==> config.mk <==
export PLATFORM = sky130hd
export DESIGN_NAME = regfile_bel_mp_flat
export DESIGN_NICKNAME = d
export VERILOG_FILES = /design/src/rtl/regfile_pkg.sv /design/src/rtl/regfile_bel_mp_if.sv /design/src/rtl/regfile_rd_port.sv /design/src/rtl/regfile_bel_mp.sv /design/src/flat_wrapper.sv
export SDC_FILE = /design/constraint.sdc
export NUM_CORES = 1
export LEC_CHECK = 0
export ABC_AREA = 1
export BUFFER_PORTS_ARGS = -buffer_cell sky130_fd_sc_hd__buf_4
export CORE_MARGIN = 2
export CORE_UTILIZATION = 35
export CTS_BUF_LIST = sky130_fd_sc_hd__clkbuf_2
export DETAILED_ROUTE_END_ITERATION = 8
export PLACE_DENSITY = 0.5
export SKIP_CTS_REPAIR_TIMING = 1
export SKIP_LAST_GASP = 1
export SYNTH_ARGS = -nofsm -noshare
export SYNTH_HDL_FRONTEND = slang
export SYNTH_SLANG_ARGS = --single-unit
==> constraint.sdc <==
create_clock -name UserCLK -period 2.2 [get_ports UserCLK]
set_input_delay 0.44 -clock UserCLK [delete_from_list [all_inputs] [get_ports UserCLK]]
set_output_delay 0.44 -clock UserCLK [all_outputs]
set_load 0.01 [all_outputs]
==> src/rtl/regfile_pkg.sv <==
// regfile_pkg: shared definitions for the multi-port register-file BEL.
//   - rf_state_e : clear sequencer states
//   - CFG_*      : field offsets inside each read port's ConfigBits group
//   - rf_depth() : entry count for a given address width
package regfile_pkg;

    typedef enum logic {
        CLEAR = 1'b0,
        READY = 1'b1
    } rf_state_e;

    // ConfigBits layout, per read port p: bit p*CFG_STRIDE+CFG_REG_MODE,
    // bit p*CFG_STRIDE+CFG_BYPASS.
    localparam int CFG_REG_MODE = 0;
    localparam int CFG_BYPASS   = 1;
    localparam int CFG_STRIDE   = 2;

    function automatic int rf_depth(input int addr_width);
        return 1 << addr_width;
    endfunction

endpackage

==> src/rtl/regfile_bel_mp_if.sv <==
// regfile_bel_mp_if: data-path bundle between the switch matrix and the BEL.
//   W_en/W_ADR/D : write port
//   R_ADR        : packed read addresses, port p at [p*ADDR_WIDTH +: ADDR_WIDTH]
//   R_D          : packed read data, port p at [p*DATA_WIDTH +: DATA_WIDTH]
//   busy         : clear sequencer running
// master = switch-matrix side, slave = register file.
interface regfile_bel_mp_if #(
    parameter int DATA_WIDTH = 4,
    parameter int ADDR_WIDTH = 5,
    parameter int NUM_RD     = 2
);
    logic                         W_en;
    logic [ADDR_WIDTH-1:0]        W_ADR;
    logic [DATA_WIDTH-1:0]        D;
    logic [NUM_RD*ADDR_WIDTH-1:0] R_ADR;
    logic [NUM_RD*DATA_WIDTH-1:0] R_D;
    logic                         busy;

    modport master (
        output W_en, W_ADR, D, R_ADR,
        input  R_D, busy
    );

    modport slave (
        input  W_en, W_ADR, D, R_ADR,
        output R_D, busy
    );
endinterface

==> src/rtl/regfile_rd_port.sv <==
// regfile_rd_port: one read port of the register file.
//   clk/rst_n            : user clock, synchronous active-low reset
//   clr                  : clear sequencer active; forces output and register to 0
//   reg_mode / bypass_en : static port configuration
//   rd_addr / rd_word    : read address and the array word at that address
//   wr_en/wr_addr/wr_data: effective write (already blocked during clear)
//   rd_data              : port output
module regfile_rd_port #(
    parameter int DATA_WIDTH = 4,
    parameter int ADDR_WIDTH = 5
) (
    input  logic                  clk,
    input  logic                  rst_n,
    input  logic                  clr,
    input  logic                  reg_mode,
    input  logic                  bypass_en,
    input  logic [ADDR_WIDTH-1:0] rd_addr,
    input  logic [DATA_WIDTH-1:0] rd_word,
    input  logic                  wr_en,
    input  logic [ADDR_WIDTH-1:0] wr_addr,
    input  logic [DATA_WIDTH-1:0] wr_data,
    output logic [DATA_WIDTH-1:0] rd_data
);
    logic                  hit;
    logic [DATA_WIDTH-1:0] sel;
    logic [DATA_WIDTH-1:0] q;

    // Same-cycle write to the address being read: forward the write data
    // when bypass is enabled, otherwise the old array word is returned.
    assign hit = bypass_en & wr_en & (wr_addr == rd_addr);
    assign sel = hit ? wr_data : rd_word;

    always_ff @(posedge clk) begin
        if (!rst_n || clr) q <= '0;
        else               q <= sel;
    end

    assign rd_data = clr ? '0 : (reg_mode ? q : sel);
endmodule

==> src/rtl/regfile_bel_mp.sv <==
// regfile_bel_mp: parametrised multi-port register-file BEL.
//   UserCLK    : fabric user clock
//   UserRSTn   : synchronous active-low reset; restarts the clear sequencer
//   ConfigBits : per read port {bypass_en, reg_mode}
//   bus        : write port, read ports and busy (regfile_bel_mp_if.slave)
// After reset the sequencer zeroes one entry per cycle (DEPTH cycles);
// user writes are dropped and all read ports return 0 while it runs.
module regfile_bel_mp
    import regfile_pkg::*;
#(
    parameter int DATA_WIDTH   = 4,
    parameter int ADDR_WIDTH   = 5,
    parameter int NUM_RD       = 2,
    parameter int NoConfigBits = 2 * NUM_RD
) (
    input  logic                    UserCLK,
    input  logic                    UserRSTn,
    input  logic [NoConfigBits-1:0] ConfigBits,
    regfile_bel_mp_if.slave         bus
);
    localparam int DEPTH = rf_depth(ADDR_WIDTH);

    rf_state_e             state, state_nxt;
    logic [ADDR_WIDTH-1:0] clr_addr;
    logic                  clearing;
    logic                  wr_en;
    logic [DATA_WIDTH-1:0] mem [DEPTH];

    logic [NUM_RD-1:0][ADDR_WIDTH-1:0] rd_addr;
    logic [NUM_RD-1:0][DATA_WIDTH-1:0] rd_word;
    logic [NUM_RD-1:0][DATA_WIDTH-1:0] rd_data;

    // Clear sequencer
    always_ff @(posedge UserCLK) begin
        if (!UserRSTn) begin
            state    <= CLEAR;
            clr_addr <= '0;
        end else begin
            state    <= state_nxt;
            clr_addr <= clearing ? clr_addr + 1'b1 : '0;
        end
    end

    always_comb begin
        state_nxt = state;
        clearing  = 1'b0;
        case (state)
            CLEAR: begin
                clearing = 1'b1;
                // Last entry is written this cycle.
                if (&clr_addr) state_nxt = READY;
            end
            READY: ;
            default: state_nxt = CLEAR;
        endcase
    end

    assign bus.busy = clearing;
    assign wr_en    = bus.W_en & ~clearing;

    // Array: no reset of its own, the sequencer owns initialisation.
    always_ff @(posedge UserCLK) begin
        if (UserRSTn) begin
            if (clearing)   mem[clr_addr]  <= '0;
            else if (wr_en) mem[bus.W_ADR] <= bus.D;
        end
    end

    assign rd_addr = bus.R_ADR;
    assign bus.R_D = rd_data;

    for (genvar p = 0; p < NUM_RD; p++) begin : g_rd
        assign rd_word[p] = mem[rd_addr[p]];

        regfile_rd_port #(
            .DATA_WIDTH(DATA_WIDTH),
            .ADDR_WIDTH(ADDR_WIDTH)
        ) u_rd (
            .clk       (UserCLK),
            .rst_n     (UserRSTn),
            .clr       (clearing),
            .reg_mode  (ConfigBits[p*CFG_STRIDE + CFG_REG_MODE]),
            .bypass_en (ConfigBits[p*CFG_STRIDE + CFG_BYPASS]),
            .rd_addr   (rd_addr[p]),
            .rd_word   (rd_word[p]),
            .wr_en     (wr_en),
            .wr_addr   (bus.W_ADR),
            .wr_data   (bus.D),
            .rd_data   (rd_data[p])
        );
    end
endmodule

==> src/flat_wrapper.sv <==
// flat-port wrapper written by rule: the top's interface ports become plain ports
module regfile_bel_mp_flat import regfile_pkg::*;
#(
    parameter int DATA_WIDTH   = 4,
    parameter int ADDR_WIDTH   = 5,
    parameter int NUM_RD       = 2,
    parameter int NoConfigBits = 2 * NUM_RD
)
  (UserCLK, UserRSTn, ConfigBits, bus_W_en, bus_W_ADR, bus_D, bus_R_ADR, bus_R_D, bus_busy);
  regfile_bel_mp_if #(.DATA_WIDTH(DATA_WIDTH), .ADDR_WIDTH(ADDR_WIDTH), .NUM_RD(NUM_RD)) bus_i ();
  input  logic UserCLK;
  input  logic UserRSTn;
  input  logic [NoConfigBits-1:0] ConfigBits;
  input wire logic [$bits(bus_i.W_en)-1:0] bus_W_en;
  input wire logic [$bits(bus_i.W_ADR)-1:0] bus_W_ADR;
  input wire logic [$bits(bus_i.D)-1:0] bus_D;
  input wire logic [$bits(bus_i.R_ADR)-1:0] bus_R_ADR;
  output wire logic [$bits(bus_i.R_D)-1:0] bus_R_D;
  output wire logic [$bits(bus_i.busy)-1:0] bus_busy;
  assign bus_i.W_en = bus_W_en;
  assign bus_i.W_ADR = bus_W_ADR;
  assign bus_i.D = bus_D;
  assign bus_i.R_ADR = bus_R_ADR;
  assign bus_R_D = bus_i.R_D;
  assign bus_busy = bus_i.busy;
  regfile_bel_mp #(.DATA_WIDTH(DATA_WIDTH), .ADDR_WIDTH(ADDR_WIDTH), .NUM_RD(NUM_RD), .NoConfigBits(NoConfigBits)) u_core (.UserCLK(UserCLK), .UserRSTn(UserRSTn), .ConfigBits(ConfigBits), .bus(bus_i));
endmodule
==> impl_metrics.env, run 1 <==
export IMPL_port_buffers=34
export IMPL_ys_warn_count=0
export IMPL_synth_edf_count=128
export IMPL_post_place_ws_ns=-0.0892
export IMPL_vias=6862
export IMPL_fin_crit_ns=2.55
export IMPL_total_power_w=0.00513
export IMPL_grt_max_degree=43
export IMPL_setup_violations=8
export IMPL_syn_inst=966
export IMPL_slew_headroom=0.698
export IMPL_hold_class="primary input to flip-flop"
export IMPL_cts_made_buffers=17
export IMPL_grt_setup_unrepaired="true"
export IMPL_min_from="bus_R_ADR[4]"
export IMPL_cp_slowest_stage_delay_ns=0.49
export IMPL_crit_type="flip-flop to primary output"
export IMPL_routed_wl_mm=24.9
export IMPL_setup_worst_path_end_class="primary output"
export IMPL_finalHoldViolCount=0
export IMPL_violations="setup timing"
export IMPL_gp_congestion=0.890
export IMPL_drv_slew=0
export IMPL_post_drt_wl_per_cell_um=18.4
export IMPL_cp_startpoint="u_core.mem[20][3]$_DFFE_PP_"
export IMPL_timing_critical_path_to="bus_R_D[3]"
export IMPL_layout_common_cells="nand2_1, nand3_1, edfxtp_1"
export IMPL_cts_buffer_depth=2
export IMPL_grt_pass1_vias=6754
export IMPL_yosysUniqueCellTypes=25
export IMPL_power_leakage_nw=4.22
export IMPL_cp_max_fo=2
export IMPL_maxCapViolCount=0
export IMPL_regToRegSetupSlack_ns=0.25
export IMPL_synth_area_leader_cell="edfxtp_1"
export IMPL_reg2reg_depth=8
export IMPL_area_growth_synth_to_final_pct=21.6
export IMPL_core_area_mm2=0.0218
export IMPL_layout_commonest_cell="nand2_1"
export IMPL_dp_hpwl_mm=17.7
export IMPL_synth_nets=994
export IMPL_cts_tree="yes"
export IMPL_grt_pass1_wl_mm=38.1
export IMPL_clock_latency_ns=0.71
export IMPL_drc_errors=0
export IMPL_rows=54
export IMPL_dieArea_mm2=0.0233
export IMPL_drt_iter0_markers=758
export IMPL_r2r_start="u_core.state$_SDFF_PN0_"
export IMPL_netlist_area_mm2=0.00774
export IMPL_syn_area_per_cell_um2=8.01
export IMPL_skew_ns=0.0443
export IMPL_nets=1091
export IMPL_rr_endpoint="u_core.mem[15][0]$_DFFE_PP_"
export IMPL_start_kind="flip-flop"
export IMPL_max_freq_mhz=392
export IMPL_clock_sinks=142
export IMPL_p_per_area_mw_per_mm2=545
export IMPL_place_area_mm2=0.00895
export IMPL_cts_root_buffer_cell="clkbuf_2"
export IMPL_cp_data_required_time_ns=1.76
export IMPL_io_pins=35
export IMPL_finalCritPeriodShare=1.16
export IMPL_grt_overflow=0
export IMPL_synthFlopType="edfxtp_1"
export IMPL_cpMostUsedCell="nand2_1"
export IMPL_drtAntennaViolNets=0
export IMPL_die_h_um=153
export IMPL_htree_levels=4
export IMPL_async_flop_share=0
export IMPL_final_area_mm2=0.00942
export IMPL_arrival_ns=2.11
export IMPL_drtPass1Iterations=7
export IMPL_track_usage=0.215
export IMPL_outcome="complete, but fails checks"
export IMPL_crit_chain="nand2_1, nand3_1, nand3_1, nand2_1, nand2_1, nand3_2, nand3_2, nand3_1, nand2_1, inv_1, buf_4"
export IMPL_critPathSlowestCell="edfxtp_1"
export IMPL_setup_ws_ns=-0.350
export IMPL_synth_top_area_share=0.497
export IMPL_antenna_found_initial=1
export IMPL_synth_area_leaders="edfxtp_1, nand2_1, nand3_1"
export IMPL_peakVddDrop_uv=263
export IMPL_vias_per_cell=5.06
export IMPL_worstMarginPinSlew_ns=0.453
export IMPL_start_util=0.356
export IMPL_die_w_um=153
export IMPL_yosysSeqAreaShare=0.533
export IMPL_drive_gt1_frac=0.200
export IMPL_clk_pin_slew_ns=0.22
export IMPL_ys_ff_latch=142
-- cells in the mapped netlist (5+ instances only) --
library cell / count
nand3_2: 6
buf_2: 36
inv_2: 6
o211ai_1: 6
nor2_1: 70
edfxtp_1: 128
nand2_1: 338
a21oi_1: 13
nand3_1: 229
inv_1: 87
dfxtp_1: 14
buf_6: 5
-- where the power goes --
group          total [W]  switching [W]  internal, W  leakage, nW
Clock            0.00142        0.00100     0.000416        0.134
Sequential       0.00293      0.0000102      0.00292         1.19
Combinational   0.000783       0.000485     0.000297         2.90
-- cell families after synthesis --
kind of cell,count (synthesis),share of synthesized area
AO/OA/AOI/OAI,27,0.0207
XOR/XNOR,4,0.00453
adder cells (fa/ha/maj),2,0.00323
buffers and inverters,146,0.0834
flip-flops,142,0.533
AND/OR/NAND/NOR,645,0.355
-- per-stage QoR --
step,util,instances,hold slack (ns),setup TNS [ns]
3_5_place_dp,0.412,1318,0.464,-0.599
4_1_cts,0.421,1349,-0.0613,-3.77
5_1_grt,0.433,1356,0.0907,-4.70
3_3_place_gp,0.412,1318,0.451,-0.569
6_report,0.433,1356,0.203,-2.67
2_1_floorplan,-,966,0.430,0
-- worst max-delay path: cells and delay by family (launching register included) --
family	cells	cell delay, ns
and+or+nand+nor	9	0.76
DFF	1	0.49
buffers and inverters	2	0.17
-- layer usage --
metal,global-route usage,share of wire,vias up
li1,-,-,3370
met5,0,0,-
met4,0.0723,0.027,0
met1,0.282,0.44,3204
met3,0.0492,0.054,48
met2,0.353,0.48,240
-- worst min-delay path by stage --
stage                                     endpoint  cells after the start
2_1_floorplan        u_core.clr_addr[0]$_SDFF_PN0_                      1
3_3_place_gp         u_core.clr_addr[0]$_SDFF_PN0_                      1
3_5_place_dp         u_core.clr_addr[0]$_SDFF_PN0_                      1
4_1_cts        u_core.g_rd[0].u_rd.q[0]$_SDFF_PP0_                      3
5_1_grt        u_core.g_rd[0].u_rd.q[0]$_SDFF_PP0_                      4
6_report       u_core.g_rd[0].u_rd.q[3]$_SDFF_PP0_                      4
-- flip-flops by register name, summed over array words and instances, names as in the netlist --
register and count:
u_core.state 1, u_core.g_rd.u_rd.q 8, u_core.clr_addr 5, u_core.mem 128
-- final cells by class --
| cell class | instances | area (µm²) |
|---|---|---|
| Fill cell | 2224 | 12300 |
| Sequential cell | 142 | 4130 |
| Multi-Input combinational cell | 678 | 3170 |
| Timing Repair Buffer | 127 | 1200 |
| Inverter | 97 | 368 |
| Tap cell | 280 | 350 |
| Clock inverter | 13 | 116 |
| Clock buffer | 18 | 90.1 |
| Antenna cell | 1 | 2.50 |
Power figures use the tool's default switching activity.
==> run 2: changes to the inputs <==
--- a/config.mk
+++ b/config.mk
@@ -8,10 +8,10 @@
 export ABC_AREA = 1
 export BUFFER_PORTS_ARGS = -buffer_cell sky130_fd_sc_hd__buf_4
 export CORE_MARGIN = 2
-export CORE_UTILIZATION = 35
+export CORE_UTILIZATION = 40
 export CTS_BUF_LIST = sky130_fd_sc_hd__clkbuf_2
 export DETAILED_ROUTE_END_ITERATION = 8
-export PLACE_DENSITY = 0.5
+export PLACE_DENSITY = 0.56
 export SKIP_CTS_REPAIR_TIMING = 1
 export SKIP_LAST_GASP = 1
 export SYNTH_ARGS = -nofsm -noshare
==> run 2 against run 1 <==
Effect of this change:
- sequential power barely moved
- sequential share of layout area fell by 0.98 points
- hold slack got worse by 0.14 ns
- register-to-register slack got worse by 0.13 ns
- global-route usage rose by 2.8 points
- critical endpoint is now bus_R_D[0]
- clock skew fell by 0.0084 ns
- combinational power rose by 6.4%
- critical path depth did not move
- the run still ends with setup timing left
- utilization rose by 7.9 points
- maximum frequency fell by 1.6%
- via count rose by 1.0%
==> impl_metrics.env, run 2 (same netlist as run 1, synthesis figures left out) <==
export IMPL_outcome="complete, but fails checks"
export IMPL_violations="setup timing"
export IMPL_regToRegSetupSlack_ns=0.12
export IMPL_grt_setup_unrepaired="true"
export IMPL_area_growth_synth_to_final_pct=24.4
export IMPL_drive_gt1_frac=0.223
export IMPL_cp_max_fo=2
export IMPL_crit_cells=11
export IMPL_largest_reg_flops=128
export IMPL_fin_tns_setup_ns=-2.94
export IMPL_setup_violations=8
export IMPL_layout_common_cells="nand2_1, nand3_1, edfxtp_1"
export IMPL_reg2reg_depth=7
export IMPL_max_freq_mhz=386
export IMPL_clock_latency_ns=0.75
export IMPL_grt_max_degree=39
export IMPL_gp_congestion=0.910
export IMPL_p_per_area_mw_per_mm2=555
export IMPL_post_drt_wl_per_cell_um=17.9
export IMPL_cts_root_buffer_cell="clkbuf_2"
export IMPL_fillers=1789
export IMPL_max_flop_register="u_core.mem"
export IMPL_vias_per_cell=5.19
export IMPL_drc_errors=0
export IMPL_critPathSlowestCell="edfxtp_1"
export IMPL_grt_overflow=0
export IMPL_grt_pass1_vias=6481
export IMPL_min_from="bus_D[2]"
export IMPL_cp_startpoint="u_core.mem[7][0]$_DFFE_PP_"
export IMPL_skew_ns=0.0359
export IMPL_rows=50
export IMPL_clock_sinks=142
export IMPL_peakVddDrop_uv=328
export IMPL_drtAntennaViolNets=0
export IMPL_nets=1089
export IMPL_cp_top_family="simple AND/OR/NAND/NOR gates"
export IMPL_finalCritPeriodShare=1.18
export IMPL_setup_ws_ns=-0.391
export IMPL_io_pins=35
export IMPL_cts_made_buffers=17
export IMPL_track_usage=0.243
export IMPL_die_w_um=143
export IMPL_cp_slowest_stage_delay_ns=0.42
export IMPL_vias=6934
export IMPL_finalHoldViolCount=0
export IMPL_cpMostUsedCell="nand3_1"
export IMPL_start_kind="flip-flop"
export IMPL_holdPathStages=4
export IMPL_r2r_start="u_core.state$_SDFF_PN0_"
export IMPL_routed_wl_mm=23.9
export IMPL_dieArea_mm2=0.0205
export IMPL_die_h_um=143
export IMPL_slew_headroom=0.663
export IMPL_power_leakage_nw=4.30
export IMPL_setup_worst_path_end_class="primary output"
export IMPL_layout_commonest_cell="nand2_1"
export IMPL_arrival_ns=2.15
export IMPL_crit_chain="inv_1, nand2_1, nand3_1, nand3_1, nand3_2, nand3_1, nand3_2, nand3_1, nand2_1, inv_1, buf_4"
export IMPL_start_util=0.411
export IMPL_reg_top3="u_core.mem (128), u_core.g_rd.u_rd.q (8), u_core.clr_addr (5)"
export IMPL_worstMarginPinSlew_ns=0.505
export IMPL_crit_type="flip-flop to primary output"
export IMPL_dp_hpwl_mm=16.3
export IMPL_critPathBufInv=3
export IMPL_fin_crit_ns=2.59
export IMPL_cp_data_required_time_ns=1.76
export IMPL_dp_cells=1295
export IMPL_final_cell_count_no_fill=1335
export IMPL_port_buffers=34
export IMPL_drv_slew=0
export IMPL_cts_tree="yes"
export IMPL_drtPass1Iterations=5
export IMPL_hold_class="primary input to flip-flop"
export IMPL_drt_iter0_markers=908
export IMPL_clk_pin_slew_ns=0.22
export IMPL_antenna_found_initial=1
export IMPL_grt_pass1_wl_mm=36.8
export IMPL_core_area_mm2=0.0188
export IMPL_maxCapViolCount=0
export IMPL_cts_buffer_depth=2
export IMPL_htree_levels=4
==> run 2: path summary, 6_finish.rpt <==
path                                                       endpoint
worst max register to register          u_core.mem[28][2]$_DFFE_PP_
worst max-delay path                                     bus_R_D[0]
worst min register to register        u_core.clr_addr[0]$_SDFF_PN0_
worst min-delay path            u_core.g_rd[0].u_rd.q[2]$_SDFF_PP0_
==> run 2: per-layer routing <==
| metal | track usage | part of all wire |
|---|---|---|
| met1 | 0.320 | 0.42 |
| met2 | 0.405 | 0.48 |
| met3 | 0.0443 | 0.073 |
| met4 | 0.0829 | 0.027 |
| met5 | 0 | 0 |
==> run 2: cell type report <==
cell class                      count  area, µm²  share of cell area
Tap cell                          260        325              0.0338
Clock buffer                       18       90.1             0.00935
Clock inverter                     14        155              0.0161
Antenna cell                        1       2.50            0.000260
Multi-Input combinational cell    678       3290               0.342
Inverter                           97        367              0.0381
Timing Repair Buffer              125       1280               0.133
Sequential cell                   142       4130               0.428
==> run 2: per-stage QoR <==
stage / setup WS [ns] / hold WS (ns) / utilization / area, µm² / power, W
final: -0.391 / 0.0661 / 0.511 / 9630 / 0.00535
after global routing: -0.566 / 0.0130 / 0.511 / 9630 / 0.00556
after CTS: -0.515 / -0.142 / 0.491 / 9240 / 0.00530
after detailed placement: -0.105 / 0.463 / 0.478 / 8990 / 0.00374
after global placement: -0.110 / 0.457 / 0.478 / 8990 / 0.00374
after floorplan: 0.308 / 0.430 / - / 7740 / 0.00341
==> run 2: where the power goes <==
part           internal, W  leakage, nW  total, W  switching, W
sequential         0.00292         1.19   0.00293     0.0000103
clock             0.000548        0.143   0.00159       0.00104
combinational     0.000331         2.96  0.000833      0.000502
total              0.00380         4.30   0.00535       0.00155
==> run 2: tightest hold or removal path, delay by kind of cell <==
kind,cells,cell delay (ns)
AND/OR/NAND/NOR,1,0.08
buffers and inverters,2,0.23
AO/OA/AOI/OAI,1,0.05
==> run 3: changes to the inputs <==
==> constraint.sdc (replaced) <==
create_clock -name UserCLK -period 2.2 [get_ports UserCLK]
set_input_delay 0.44 -clock UserCLK [delete_from_list [all_inputs] [get_ports UserCLK]]
set_output_delay 0.44 -clock UserCLK [all_outputs]
set_load 0.1 [all_outputs]
==> run 3 against run 2 <==
Effect of this change:
- the run still ends with setup timing left
- maximum frequency shrank 6.3%
- register-to-register slack gained 0.04 ns
- sequential cell count is the same
- combinational power shrank 0.5%
- clock-buffer cell count is the same
- clock power shrank 14%
- utilization is the same
- total power shrank 4.2%
- setup slack lost 0.18 ns
- via count grew 1.7%
- hold slack gained 0.050 ns
- largest power group unchanged
==> impl_metrics.env, run 3 (same netlist as run 1, synthesis figures left out) <==
export IMPL_p_per_area_mw_per_mm2=532
export IMPL_dp_cells=1296
export IMPL_maxCapViolCount=0
export IMPL_drive_gt1_frac=0.233
export IMPL_setup_ws_ns=-0.566
export IMPL_die_w_um=143
export IMPL_arrival_ns=2.33
export IMPL_dieArea_mm2=0.0205
export IMPL_die_h_um=143
export IMPL_cpMostUsedCell="nand3_1"
export IMPL_crit_chain="o211ai_1, nand3_1, nand3_1, nand3_1, nand3_2, nand3_2, nand2_2, clkinvlp_4, buf_12"
export IMPL_critPathBufInv=2
export IMPL_power_leakage_nw=4.17
export IMPL_total_power_w=0.00512
export IMPL_port_buffers=34
export IMPL_clock_power_share=0.267
export IMPL_crit_type="flip-flop to primary output"
export IMPL_peakVddDrop_uv=269
export IMPL_gp_congestion=1.01
export IMPL_clock_latency_ns=0.74
export IMPL_top_layer="met4"
export IMPL_htree_levels=4
export IMPL_nets=1088
export IMPL_setup_worst_path_end_class="primary output"
export IMPL_layout_commonest_cell="nand2_1"
export IMPL_drtPass1Iterations=5
export IMPL_cts_made_buffers=17
export IMPL_rows=50
export IMPL_grt_pass1_vias=6430
export IMPL_worstMarginPinSlew_ns=0.498
export IMPL_cp_slowest_stage_delay_ns=0.47
export IMPL_antenna_found_initial=1
export IMPL_fin_tns_setup_ns=-4.05
export IMPL_multi_input_area_mm2=0.00330
export IMPL_drt_iter0_markers=719
export IMPL_cts_tree="yes"
export IMPL_finalHoldViolCount=0
export IMPL_io_pins=35
export IMPL_grt_overflow=0
export IMPL_max_flop_register="u_core.mem"
export IMPL_clock_sinks=142
export IMPL_slew_headroom=0.668
export IMPL_vias=7050
export IMPL_cts_buffer_depth=2
export IMPL_dp_hpwl_mm=17.1
export IMPL_reg_top3="u_core.mem (128), u_core.g_rd.u_rd.q (8), u_core.clr_addr (5)"
export IMPL_setup_violations=8
export IMPL_area_growth_synth_to_final_pct=24.4
export IMPL_internal_power_w=0.00362
export IMPL_power_switching_w=0.00150
export IMPL_wl_met3_mm=1.84
export IMPL_outcome="complete, but fails checks"
export IMPL_largest_reg_flops=128
export IMPL_post_place_ws_ns=-0.324
export IMPL_hold_class="primary input to flip-flop"
export IMPL_grt_max_degree=44
export IMPL_fin_crit_ns=2.77
export IMPL_finalCritPeriodShare=1.26
export IMPL_violations="setup timing"
export IMPL_max_freq_mhz=361
export IMPL_met2_wirelength_mm=11.6
export IMPL_start_util=0.411
export IMPL_pwr_share_comb=0.162
export IMPL_cp_top_family="simple AND/OR/NAND/NOR gates"
export IMPL_critPathSlowestCell="edfxtp_1"
export IMPL_final_cell_count_no_fill=1332
export IMPL_drtAntennaViolNets=0
export IMPL_start_kind="flip-flop"
export IMPL_fillers=1804
export IMPL_drc_errors=0
export IMPL_pwr_share_seq=0.571
export IMPL_clk_pin_slew_ns=0.23
export IMPL_layout_common_cells="nand2_1, nand3_1, edfxtp_1"
export IMPL_cts_root_buffer_cell="clkbuf_2"
export IMPL_cp_data_required_time_ns=1.76
export IMPL_seq_area_mm2=0.00413
export IMPL_post_drt_wl_per_cell_um=18.6
export IMPL_drv_slew=0
export IMPL_wl_met1_mm=10.6
export IMPL_vias_per_cell=5.29
export IMPL_grt_pass1_wl_mm=37.3
export IMPL_post_route_util=0.511
export IMPL_grt_setup_unrepaired="true"
export IMPL_track_usage=0.249
export IMPL_regToRegSetupSlack_ns=0.16
export IMPL_core_area_mm2=0.0188
export IMPL_routed_wl_mm=24.8
export IMPL_cp_max_fo=2
export IMPL_swShare=0.293
export IMPL_skew_ns=0.0434
==> run 3: cell types whose count changed in the layout (fill, tap and decap cells not counted), moves of 6 or more <==
| cell | before | now |
|---|---|---|
| clkinvlp_4 | 2 | 12 |
| inv_1 | 85 | 73 |
| nand2_1 | 328 | 322 |
| nand2_2 | 10 | 16 |
| nand3_2 | 56 | 49 |
==> run 3: tightest hold or removal path: cells and delay by family <==
family / cells / cell delay [ns]
AO/OA/AOI/OAI: 1 / 0.06
buffers and inverters: 1 / 0.16
AND/OR/NAND/NOR: 2 / 0.18
==> run 3: routing by layer <==
layer,vias to the layer above,GRT usage
met1,3310,0.331
met4,0,0.0938
met3,40,0.0526
met5,-,0
li1,3364,-
met2,336,0.401
==> run 3: power groups by stage <==
stage | Clock [W] | Combinational, W | Sequential (W)
2_1_floorplan | 0 | 0.000438 | 0.00298
3_3_place_gp | 0 | 0.000747 | 0.00298
3_5_place_dp | 0 | 0.000748 | 0.00298
4_1_cts | 0.00141 | 0.000751 | 0.00293
5_1_grt | 0.00152 | 0.000902 | 0.00293
6_report | 0.00137 | 0.000829 | 0.00293
==> run 3: cell type report <==
class,instances,area share
diodes,1,0.000260
clock buffers,18,0.00935
clock inverters,12,0.0103
inverters,97,0.0416
multi-input cells,678,0.342
flip-flops and latches,142,0.429
well taps,260,0.0338
repair buffers,124,0.134
==> run 3: stage by stage <==
step / cell area (µm²) / hold WS [ns]
2_1_floorplan: 7810 / 0.430
3_3_place_gp: 8980 / 0.453
3_5_place_dp: 8980 / 0.467
4_1_cts: 9170 / -0.113
5_1_grt: 9630 / 0.0453
6_report: 9630 / 0.116
==> run 3: worst paths after layout <==
kind | startpoint | to | cells past startpoint
worst max-delay path | u_core.mem[2][1]$_DFFE_PP_ | bus_R_D[5] | 9
worst min-delay path | bus_R_ADR[4] | u_core.g_rd[0].u_rd.q[0]$_SDFF_PP0_ | 4
worst max register to register | u_core.state$_SDFF_PN0_ | u_core.mem[2][0]$_DFFE_PP_ | 7
worst min register to register | u_core.clr_addr[0]$_SDFF_PN0_ | u_core.clr_addr[0]$_SDFF_PN0_ | 1
